File: src/rtl/freq_meter_pkg.sv
// Shared types, default constants and helpers for the gated frequency meter.
package freq_meter_pkg;

    typedef enum logic {
        IDLE,
        MEASURE
    } state_t;

    localparam int unsigned DEF_GATE_CYCLES = 25_000_000;
    localparam int unsigned DEF_GW          = 25;

    // Increment that sticks at max_value; callers zero-extend operands up to 32 bits.
    function automatic logic [31:0] sat_inc(input logic [31:0] value,
                                            input logic [31:0] max_value);
        return (value >= max_value) ? max_value : value + 32'd1;
    endfunction

endpackage

File: src/rtl/freq_meter_sync_edge_det.sv
// Two-flop synchronizer followed by a rising-edge detector (one-cycle pulse per rise).
module sync_edge_det (
    input  logic clk,
    input  logic reset,
    input  logic d,
    output logic q,
    output logic rise
);

    logic sync_a;
    logic sync_b;
    logic sync_d;

    always_ff @(posedge clk or posedge reset) begin
        if (reset) begin
            sync_a <= 1'b0;
            sync_b <= 1'b0;
            sync_d <= 1'b0;
        end else begin
            sync_a <= d;
            sync_b <= sync_a;
            sync_d <= sync_b;
        end
    end

    assign q    = sync_b;
    assign rise = sync_b & ~sync_d;

endmodule

File: src/rtl/freq_meter.sv
// Gated frequency counter: counts sig_in rising edges over GATE_CYCLES clk cycles.
// Optional period measurement between edges when FREQ_METER_PERIOD_MEAS_EN is defined.
module freq_meter
    import freq_meter_pkg::*;
#(
    parameter int unsigned GATE_CYCLES = DEF_GATE_CYCLES,
    parameter int unsigned GW          = DEF_GW,
    parameter int unsigned CW          = 16
`ifdef FREQ_METER_PERIOD_MEAS_EN
    ,
    parameter int unsigned PW          = 26
`endif
) (
    input  logic          clk,
    input  logic          reset,
    input  logic          en,
    input  logic          sig_in,
    output logic [CW-1:0] count,
    output logic          valid,
    output logic          overflow,
    output logic          busy
`ifdef FREQ_METER_PERIOD_MEAS_EN
    ,
    output logic [PW-1:0] period,
    output logic          period_valid
`endif
);

    localparam logic [GW-1:0] GATE_LAST = GW'(GATE_CYCLES - 1);
    localparam logic [CW-1:0] EDGE_MAX  = '1;

    state_t        state;
    logic [GW-1:0] gate_cnt;
    logic [CW-1:0] edge_cnt;
    logic          sat;
    logic          edge_pulse;
    logic          sync_level_unused;
    logic [CW-1:0] edge_next;
    logic          edge_at_max;

    sync_edge_det u_sync (
        .clk   (clk),
        .reset (reset),
        .d     (sig_in),
        .q     (sync_level_unused),
        .rise  (edge_pulse)
    );

    always_comb begin
        edge_at_max = (edge_cnt == EDGE_MAX);
        edge_next   = CW'(sat_inc(32'(edge_cnt), 32'(EDGE_MAX)));
    end

    always_ff @(posedge clk or posedge reset) begin
        if (reset) begin
            state    <= IDLE;
            gate_cnt <= '0;
            edge_cnt <= '0;
            sat      <= 1'b0;
            count    <= '0;
            valid    <= 1'b0;
            overflow <= 1'b0;
            busy     <= 1'b0;
        end else begin
            valid <= 1'b0;
            case (state)
                IDLE: begin
                    gate_cnt <= '0;
                    edge_cnt <= '0;
                    sat      <= 1'b0;
                    if (en) begin
                        state <= MEASURE;
                        busy  <= 1'b1;
                    end
                end
                MEASURE: begin
                    if (gate_cnt == GATE_LAST) begin
                        // An edge on the terminal cycle still belongs to the closing window.
                        count    <= edge_pulse ? edge_next : edge_cnt;
                        overflow <= sat | (edge_pulse & edge_at_max);
                        valid    <= 1'b1;
                        gate_cnt <= '0;
                        edge_cnt <= '0;
                        sat      <= 1'b0;
                        if (!en) begin
                            state <= IDLE;
                            busy  <= 1'b0;
                        end
                    end else if (!en) begin
                        state    <= IDLE;
                        busy     <= 1'b0;
                        gate_cnt <= '0;
                        edge_cnt <= '0;
                        sat      <= 1'b0;
                    end else begin
                        gate_cnt <= gate_cnt + GW'(1);
                        if (edge_pulse) begin
                            edge_cnt <= edge_next;
                            if (edge_at_max)
                                sat <= 1'b1;
                        end
                    end
                end
                default: begin
                    state <= IDLE;
                    busy  <= 1'b0;
                end
            endcase
        end
    end

`ifdef FREQ_METER_PERIOD_MEAS_EN
    localparam logic [PW-1:0] PERIOD_MAX = '1;

    logic [PW-1:0] period_cnt;
    logic          armed;

    // First edge after entering MEASURE only arms the counter.
    always_ff @(posedge clk or posedge reset) begin
        if (reset) begin
            period_cnt   <= '0;
            armed        <= 1'b0;
            period       <= '0;
            period_valid <= 1'b0;
        end else begin
            period_valid <= 1'b0;
            if (state != MEASURE) begin
                period_cnt <= '0;
                armed      <= 1'b0;
            end else if (edge_pulse) begin
                if (armed) begin
                    period       <= period_cnt;
                    period_valid <= 1'b1;
                end
                period_cnt <= PW'(1);
                armed      <= 1'b1;
            end else if (armed) begin
                period_cnt <= PW'(sat_inc(32'(period_cnt), 32'(PERIOD_MAX)));
            end
        end
    end
`endif

endmodule

File: config.mk
export PLATFORM = sky130hd
export DESIGN_NAME = freq_meter
export DESIGN_NICKNAME = d
export VERILOG_FILES = /design/src/rtl/freq_meter_pkg.sv /design/src/rtl/freq_meter_sync_edge_det.sv /design/src/rtl/freq_meter.sv
export SDC_FILE = /design/constraint.sdc
export NUM_CORES = 1
export LEC_CHECK = 0
export CORE_MARGIN = 2
export CORE_UTILIZATION = 50
export CTS_CLUSTER_DIAMETER = 80
export CTS_CLUSTER_SIZE = 20
export DETAILED_ROUTE_END_ITERATION = 8
export GPL_ROUTABILITY_DRIVEN = 0
export GPL_TIMING_DRIVEN = 1
export HOLD_SLACK_MARGIN = 0.03
export PLACE_DENSITY = 0.75
export SYNTH_ARGS = -nofsm -noshare
export SYNTH_HDL_FRONTEND = slang
export SYNTH_SLANG_ARGS = --single-unit
File: constraint.sdc
create_clock -name clk -period 2.75 [get_ports clk]
set_clock_uncertainty 0.1 [all_clocks]
set_input_delay 0.6875 -clock clk [delete_from_list [all_inputs] [get_ports clk]]
set_output_delay 0.6875 -clock clk [all_outputs]
set_load 0.05 [all_outputs]
==> reports/results.txt <==
Worst slack at placement - 0.476 ns
Total CTS buffers - 9
Largest net degree at the start of global routing - 66
Area taken by multi-input logic gates - 1320 sq um
Leakage power - 0.00153 uW
Hold Buf Count CTS - 0
Register area - 1630 sq um
Power per cell area - 512 nW/um^2
Maximum vdd drop - 0.000241 V
HPWL after detailed placement - 3.71 mm
Asr flop ratio synth - 1.00
Worst-Margin Slew - 0.589 ns
Worst setup EP type - output pin
Syn_nets - 307
M2 GR Usage - 0.298
Num rows - 28
Vias in the first global route - 2,145
Met1 usage - 0.248
Final hold vios - 0
CP cell instances - clkdlybuf4s50_1
Final Cell Area - 3520 sq um
Area Overhead vs Synth - 15.1%
DR vias/cell - 5.28
Detailed Route WL - 5.48 mm
Max Fanout on Critical Path - 2
Setup bufs post-CTS - 0
Maximum clock insertion buffer count - 2
Hold Crit Class - reg -> reg
Number of synthesized flops with an enable pin - 0
Post-synth top cells - 65 x dfrtp_1, 50 x nor2_1, 30 x nand2_1
FF+latch count, synth - 65
Most numerous cell in the Yosys netlist - dfrtp_1
Final min period - 2.31 ns
Sink Count - 65
First-pass GRT wire length - 9.68 mm
Drc violations - 0
Core area - 5920 sq um
Worst-path clk slew - 0.06 ns
CP max stage cell - clkdlybuf4s50_1
F_max - 433 MHz
Syn Std Cell Area - 3060 sq um
Met3 Resource Use GR - 0.0380
Root Buffer - clkbuf_8
Critical Path RT - 1.96 ns
Total GRT Usage - 0.189
Status - finished, final reports clean
Fill cells - 494
Worst rel slew slack - 0.604
Io pins - 23
Total die area - 6760 sq um
Setup ws final - 0.440 ns
Final ANT Viol Nets - 0
Max-slew violation count - 0
Initial Util - 0.516
Path type of the worst setup path - reg -> out
Crit path DAT - 1.52 ns
# diodes - 0
DR WL/cell - 13.4 um
Global route overflow - 0
Placed cell area - 3330 sq um
Pre-antenna DRT Iters - 4
TritonCTS clock tree - yes
Vias - 2,155
Top Usage Layer GRT - met2
Startpoint Class - flip-flop
RSZ-0062 raised after global routing - no
Setup TNS - 0 ns
Unique masters post-synth - 40
Initial DRC count - 77
Crit-path max cell delay - 0.81 ns
Worst-skew pair later-pin latency - 0.34 ns
Die Y-Extent - 82.2 um
Antenna violations before repair - 0
Post-Synthesis Cells - 300
Final #Nets - 335
CP top delay family - buffers and inverters
PortBufs - 22
Yosys top cell by area - dfrtp_1
Yosys warnings - 0
CP Buf/Inv Count - 1
Seq/Total Area, Yosys - 0.532
Top-area cell type share of the netlist area - 0.532
PostCTS Resize Cnt - 0
CTS H-tree lvls - 3
Top cells by area, synth - dfrtp_1 53%, nor2_1 6.1%, xor2_1 5.2%, nand3_1 3.8%, nand2_1 3.7%
Max-Cap Viols - 0
Prevailing post-synth register cell - dfrtp_1
Die W - 82.2 um
Final setup violating endpoints - 0
Share of cells above drive strength 1 - 0.114
Mapped Avg Cell Area - 10.2 sq um
Ratio of final minimum period to clock period - 0.840
through the flow:
stage	total power [uW]	cells	utilization	hold WS, ns
floorplan	1040	300	-	0.231
global placement	1050	392	0.562	0.237
detailed placement	1060	392	0.562	0.245
CTS	1830	408	0.595	0.260
global route	1870	408	0.595	0.274
finish	1800	408	0.595	0.258
cell type report:
class	count	area share
timing repair buffer	26	0.0746
tap	75	0.0267
clock buffer	14	0.0519
sequential	65	0.462
clock inverter	2	0.00284
multi-input combinational	219	0.375
inverter	7	0.00746
logic make-up (layout without fill, tap and decap cells):
group	Yosys count	in the layout	synth area share
flip-flops	65	65	0.532
buffers and inverters	16	49	0.0368
AND/OR/NAND/NOR	152	152	0.257
XOR/XNOR	29	29	0.0831
adder cells (fa/ha/maj)	3	3	0.0123
AO/OA/AOI/OAI	31	31	0.0655
multiplexers	4	4	0.0131
report_power, final:
group / total, uW / switching (uW) / internal [uW]
Combinational: 63.8 / 45.5 / 18.4
Clock: 764 / 341 / 423
Sequential: 973 / 7.96 / 965
sequential cells by signal, summed over array words and instances, names as in the netlist:
| signal | cells |
|---|---|
| overflow | 1 |
| busy | 1 |
| edge_cnt | 16 |
| gate_cnt | 25 |
| u_sync.q | 1 |
| count | 16 |
| u_sync.sync_d | 1 |
| sat | 1 |
| state | 1 |
| u_sync.sync_a | 1 |
| valid | 1 |
placed cells by master, fill, tap and decap left out, drive strengths merged, types with 8 or more instances in the layout:
cell	count
and3	8
clkbuf	14
clkdlybuf4s50	22
dfrtp	65
nand2	30
nand3	23
nand4	9
nor2	50
o21ai	20
xnor2	11
xor2	18
layer usage:
metal,share of wire,routed length (um)
met1,0.47,2560
met2,0.48,2610
met3,0.034,187
met4,0.022,121
met5,0,0
final timing paths:
| path | to | slack, ns | from | cells past startpoint |
|---|---|---|---|---|
| max | count[10] | 0.44 | count[10]$_DFFE_PP0P_ | 1 |
| min in group asynchronous | gate_cnt[0]$_DFF_PP0_ | 0.62 | reset | 3 |
| min | u_sync.q$_DFF_PP0_ | 0.26 | u_sync.sync_a$_DFF_PP0_ | 0 |
| min reg2reg | u_sync.q$_DFF_PP0_ | 0.26 | u_sync.sync_a$_DFF_PP0_ | 0 |
| max in group asynchronous | count[14]$_DFFE_PP0P_ | 1.65 | reset | 3 |
| max reg2reg | gate_cnt[15]$_DFF_PP0_ | 0.45 | gate_cnt[15]$_DFF_PP0_ | 5 |
Power figures use the tool's default switching activity.
